File: config.mk
export PLATFORM = sky130hd
export DESIGN_NAME = float_to_int_seq
export DESIGN_NICKNAME = d
export VERILOG_FILES = /design/src/rtl/float_to_int_seq.sv
export SDC_FILE = /design/constraint.sdc
export NUM_CORES = 1
export LEC_CHECK = 0
export CAP_MARGIN = 10
export CORE_AREA = 5 5 99 101
export CTS_BUF_LIST = sky130_fd_sc_hd__clkbuf_8
export DETAILED_ROUTE_END_ITERATION = 10
export DIE_AREA = 0 0 104 106
export HOLD_SLACK_MARGIN = 0.1
export PLACE_DENSITY = 0.8
export SLEW_MARGIN = 5
export SYNTH_ARGS = -nofsm -noshare
export SYNTH_HDL_FRONTEND = slang
export SYNTH_SLANG_ARGS = --single-unit
File: constraint.sdc
create_clock -name clk -period 3.9 [get_ports clk]
set_input_delay 0.78 -clock clk [delete_from_list [all_inputs] [get_ports clk]]
set_output_delay 0.78 -clock clk [all_outputs]
set_load 0.005 [all_outputs]
File: src/rtl/float_to_int_seq.sv
// Sequential IEEE-754 single to int32 converter: truncates toward zero,
// shifting the mantissa one bit per clock and saturating on overflow or Inf/NaN.
module float_to_int_seq (
  input  logic        clk,
  input  logic        reset,
  input  logic        start,
  input  logic [31:0] a,
  output logic        busy,
  output logic        done,
  output logic [31:0] y,
  output logic        overflow
);

  typedef enum logic [1:0] {IDLE, SHIFT, DONE} state_t;

  state_t      state;
  state_t      state_next;

  logic        sign;
  logic        shift_left;
  logic [31:0] mag;
  logic [4:0]  cnt;
  logic        special;
  logic [31:0] special_y;
  logic        special_ovf;

  logic [7:0]  exp_a;
  logic [7:0]  exp_diff;
  logic [31:0] d_mag;
  logic [4:0]  d_cnt;
  logic        d_left;
  logic        d_special;
  logic [31:0] d_special_y;
  logic        d_special_ovf;

  assign exp_a = a[30:23];

  // Classify the operand; biased exponent 150 means the mantissa is already an integer.
  always_comb begin
    d_mag         = {8'd0, 1'b1, a[22:0]};
    d_cnt         = 5'd0;
    d_left        = 1'b0;
    d_special     = 1'b0;
    d_special_y   = 32'd0;
    d_special_ovf = 1'b0;
    exp_diff      = 8'd0;
    if (exp_a == 8'd255) begin
      d_special     = 1'b1;
      d_special_ovf = 1'b1;
      d_special_y   = (a[31] && (a[22:0] == 23'd0)) ? 32'h8000_0000 : 32'h7FFF_FFFF;
    end else if (exp_a < 8'd127) begin
      d_special = 1'b1;
    end else if (exp_a >= 8'd158) begin
      d_special = 1'b1;
      if (a == 32'hCF00_0000) begin
        d_special_y = 32'h8000_0000;
      end else begin
        d_special_ovf = 1'b1;
        d_special_y   = a[31] ? 32'h8000_0000 : 32'h7FFF_FFFF;
      end
    end else if (exp_a <= 8'd149) begin
      exp_diff = 8'd150 - exp_a;
      d_cnt    = exp_diff[4:0];
    end else begin
      exp_diff = exp_a - 8'd150;
      d_cnt    = exp_diff[4:0];
      d_left   = 1'b1;
    end
  end

  always_ff @(posedge clk or posedge reset) begin
    if (reset) begin
      state <= IDLE;
    end else begin
      state <= state_next;
    end
  end

  always_comb begin
    state_next = state;
    case (state)
      IDLE:    if (start) state_next = SHIFT;
      SHIFT:   if (cnt == 5'd0) state_next = DONE;
      DONE:    state_next = IDLE;
      default: state_next = IDLE;
    endcase
  end

  always_ff @(posedge clk or posedge reset) begin
    if (reset) begin
      sign        <= 1'b0;
      shift_left  <= 1'b0;
      mag         <= 32'd0;
      cnt         <= 5'd0;
      special     <= 1'b0;
      special_y   <= 32'd0;
      special_ovf <= 1'b0;
      y           <= 32'd0;
      overflow    <= 1'b0;
    end else begin
      case (state)
        IDLE: begin
          if (start) begin
            sign        <= a[31];
            shift_left  <= d_left;
            mag         <= d_mag;
            cnt         <= d_cnt;
            special     <= d_special;
            special_y   <= d_special_y;
            special_ovf <= d_special_ovf;
          end
        end
        SHIFT: begin
          if (cnt != 5'd0) begin
            mag <= shift_left ? (mag << 1) : (mag >> 1);
            cnt <= cnt - 5'd1;
          end else if (special) begin
            y        <= special_y;
            overflow <= special_ovf;
          end else begin
            y        <= sign ? (~mag + 32'd1) : mag;
            overflow <= 1'b0;
          end
        end
        default: ;
      endcase
    end
  end

  assign busy = (state != IDLE);
  assign done = (state == DONE);

endmodule
# Yosys cells after proc, flatten, opt, wreduce, memory -nomap -nowiden
# Cells that the tools add are included.
# classes
n_mux	34
reduce_logical	11
order_cmp	3
n_eq_ne	7
n_bitwise	2
add_sub_neg	4
# ops
cell	n
32-bit 2-to-1 mux	11
32-bit case mux with 2 select lines	1
32-bit by 1-bit adder with 32-bit output, second input constant	1
32-bit == test, second input constant	1
32-bit inverter	1
5-bit 2-to-1 mux	6
23-bit zero test	1
1-bit 2-to-1 mux	12
5-bit case mux with 2 select lines	1
8-bit == test, second input constant	1
8-bit >= comparator, second input constant	1
8-bit less-or-equal comparator, second input constant	1
8-bit by 7-bit < comparator with 1-bit output, second input constant	1
2-bit inequality test, second input constant	3
2-bit AND reduction	3
5-bit zero test	1
5-bit nonzero test	1
5-bit by 1-bit subtractor with 5-bit output, second input constant	1
5-bit subtractor, first input constant	1
5-bit subtractor, second input constant	1
2-bit 2-to-1 mux	2
2-bit case mux with 2 select lines	1
2-bit nonzero test	2
3-bit AND reduction	1
5 further kinds	5
# word_totals
word_cells	71
register_bits	108

# Depth between registers and ports, before layout
# depth
word_depth	7
depth_mapped	9
ltp_nobuf	8

# Least setup slack after synthesis
# Ideal clock, no wire load.
# synth_timing
kind	register -> register
from	register mag[19]
to	register y[27]
synth_period_minus_slack_ps	2587
arrival_ps	2458
setup_time_ps	129
path_stages_with_launch	8
setup_slack_ps	1313
path_cell_list	dfrtp_1 > or4_4 > or4_1 > buf_2 > or4_4 > nor3_2 > mux2i_1 > o22ai_1
# synth_via
elab_chain_cells	4
# synth_rtl
item	line_no	rtl
from (decl)	21	logic [31:0] mag;
from (signal assigned)	106	mag <= d_mag;
from (signal assigned)	115	mag <= shift_left ? (mag << 1) : (mag >> 1);
32-bit inverter	121	y <= sign ? (~mag + 32'd1) : mag;
32-bit by 1-bit adder with 32-bit output	121	
32-bit 2-to-1 mux	121	
32-bit 2-to-1 mux	117	end else if (special) begin
to (signal assigned)	118	y <= special_y;
to (signal assigned)	121	
to (decl)	10	output logic [31:0] y,
# No other way between the ends.
# A chain may end at the register's enable or synchronous reset.

# Worst setup path in the final report
# layout_timing
from	register cnt[0]
to	register y[11]
# layout_via
elab_chain_cells	3
# layout_rtl
item	line_no	rtl
from (decl)	22	logic [4:0] cnt;
from (signal assigned)	107	cnt <= d_cnt;
from (signal assigned)	116	cnt <= cnt - 5'd1;
5-bit nonzero test	114	if (cnt != 5'd0) begin
1-bit inverter (no source line)	-	
2-bit AND reduction (no source line)	-	
# No other way between the ends.

==> metrics <==
critical path capture point type flip-flop; most frequent cells in the layout sky130_fd_sc_hd__nand2_1, sky130_fd_sc_hd__dfrtp_1, sky130_fd_sc_hd__clkdlybuf4s50_1; Area contributors post-synth sky130_fd_sc_hd__dfrtp_1, sky130_fd_sc_hd__mux2i_1, sky130_fd_sc_hd__nand2_1; depth of the CTS H-tree 3; worst slew pin tran between 1 and 1.5 ns; post-route ant nets 0; pwr dens approximately 810 mW/mm²; Top FF cell, synth sky130_fd_sc_hd__dfrtp_1; flip-flop and latch count after synthesis 78; number of antenna violations at the first check in global routing 0; final routed wirelength across all metal layers ~12000 µm; Hold Crit Class reg2reg; via count of the first global-routing pass 4142; skew final 0.0164 ns; average wire length per cell after detail routing 16.6 µm; Post-Route Setup TNS 0 ns; gr usage total 0.218; number of instances on the worst hold path 2; critical path required time 4.16 ns; endpoints failing hold 0; Max-slew headroom 0.157; start-to-end type of the worst setup path reg2reg; grt ovf 0; fraction of layout instances using a drive strength above 1 0.0475; Achievable Freq ~360 MHz; CTS root buf sky130_fd_sc_hd__clkbuf_8; DRC violation count after routing 0; final worst path period need between 2 and 3 ns; Setup-failing EPs final 0; die span in y 106 µm; number of violations of the max-capacitance limit 0; detailed-router iteration count before antenna repair 5; critical path peak fanout 23; Netlist Area Pre-Place between 0.004 and 0.005 mm²; Leak 2.31 nW; cell count of the worst reg-to-reg path 7; number of buffers created by CTS 9; I/O pin count 70; Die X about 100 µm; Design Area, Final 0.00570 mm²; floorplan die area 0.0110 mm²; Setup Buffers After CTS 0; Vias/cell 5.95; starting utilization of the core area 0.532; status completed; synthesized netlist net count between 600 and 700; global-route wire length before repair 20000 µm; setup repair after global routing missed its margin false; area share of the largest cell type after synthesis 0.411; final layout net count 649; most common cell after layout, fill and taps aside sky130_fd_sc_hd__nand2_1; placeable core region 0.00893 mm²; count of flip-flops with a built-in enable after synthesis 0; CTS clock-pin slew for the worst setup and hold paths 0.07 ns; share of synthesized registers carrying an async set or reset 1.00; CP Launch Type flip-flop; share of the yosys chip area belonging to registers 0.411; average cell area after synthesis about 8.4 µm²; clock sink count 78; Port-buffer cells between 60 and 70; pin count of the biggest net entering global routing 79; clk buf depth 2; total number of vias 4292; cell count after synthesis about 560; area added between synthesis and finish 20.0%; Yosys Warn Count 0; biggest area consumer among synthesized cells sky130_fd_sc_hd__dfrtp_1; diode count 0; library cells used by synthesis 48; Fillers 776; Final Slew Violations 0; detailed placement HPWL about 8700 µm; cell area reported after detailed placement between 0.005 and 0.006 mm²; fin crit share 0.719; placer's final routability congestion estimate approximately 0.9; TritonCTS clock tree built; hold bufs inserted after CTS 0; Resize count post-CTS 0; Max IR drop VDD 0.000433 V; DRC violation total after the first TritonRoute iteration 242; Worst EP arrival 3.06 ns; number of rows created at floorplan 35; Worst-Skew Late Latency 0.36 ns
==> worst paths after layout <==
path	start	endpoint	slack (ns)
min	y[18]	y[18]	0.47
max reg2reg	cnt[0]	y[11]	1.10
min in group asynchronous	reset	y[26]	0.84
min reg2reg	y[18]	y[18]	0.47
max in group asynchronous	reset	mag[1]	2.73
max	cnt[0]	y[11]	1.10
==> metal layers <==
metal | global-route usage | wire (µm)
met1 | 0.308 | 5500
met2 | 0.332 | 5520
met3 | 0.0449 | 787
met4 | 0.0768 | 169
met5 | 0 | 0
==> through the flow <==
stage / cells / total power [mW] / setup WS [ns] / util / hold WS [ns]
2_1_floorplan: 564 / 3.09 / 1.12 / - / 0.449
3_3_place_gp: 705 / 3.81 / 0.988 / 0.612 / 0.450
3_5_place_dp: 705 / 3.91 / 0.928 / 0.612 / 0.456
4_1_cts: 721 / 4.63 / 1.14 / 0.638 / 0.472
5_1_grt: 721 / 5.01 / 0.781 / 0.638 / 0.490
6_report: 721 / 4.63 / 1.10 / 0.638 / 0.468
==> kinds of logic (layout without fill, tap and decap cells) <==
| logic type | after synthesis | count (layout) | share of synthesized area |
|---|---|---|---|
| and+or+nand+nor | 199 | 199 | 0.196 |
| buffers and inverters | 59 | 105 | 0.0479 |
| muxes | 35 | 35 | 0.0738 |
| xor gates and xnor gates | 27 | 27 | 0.0498 |
| AOI/OAI and AO/OA | 157 | 157 | 0.198 |
| DFF | 78 | 78 | 0.411 |
| adders and majority gates | 9 | 9 | 0.0237 |
==> cell usage after synthesis, drive strengths merged, types with 11 or more instances <==
cell type / count
a21oi: 38
nor3: 11
dfrtp: 78
o41ai: 11
inv: 14
o21ai: 66
o31ai: 13
xnor2: 20
nand2: 91
nor2: 42
mux2i: 35
clkbuf: 39
==> critical path: stages (launching register included) <==
cell and delay (ns):
sky130_fd_sc_hd__dfrtp_1 0.41, sky130_fd_sc_hd__inv_1 0.09, sky130_fd_sc_hd__ha_1 0.19, sky130_fd_sc_hd__nor4b_1 0.37, sky130_fd_sc_hd__nand2_1 0.56, sky130_fd_sc_hd__inv_1 0.54
sky130_fd_sc_hd__nand2_1 0.28, sky130_fd_sc_hd__o221ai_1 0.26
==> power by group <==
group          internal [mW]  switching, mW
combinational           1.05           1.23
sequential              1.16          0.484
clock                  0.418          0.298
total                   2.62           2.01
==> layout make-up <==
type                            instances  area, µm²  share of cell area
Clock buffer                            9        124              0.0217
Clock inverter                          7        106              0.0187
Inverter                               14       52.6             0.00922
Multi-Input combinational cell        427       2580               0.452
Sequential cell                        78       1950               0.342
Tap cell                              111        139              0.0244
Timing Repair Buffer                   75        748               0.131
==> flip-flops by register name (all words and copies together), names as in the netlist <==
signal       flops
mag             32
special          1
special_ovf      1
overflow         1
y               32
special_y        2
sign             1
cnt              5
shift_left       1
state            2
No activity file was read; power rests on OpenSTA's default activity.
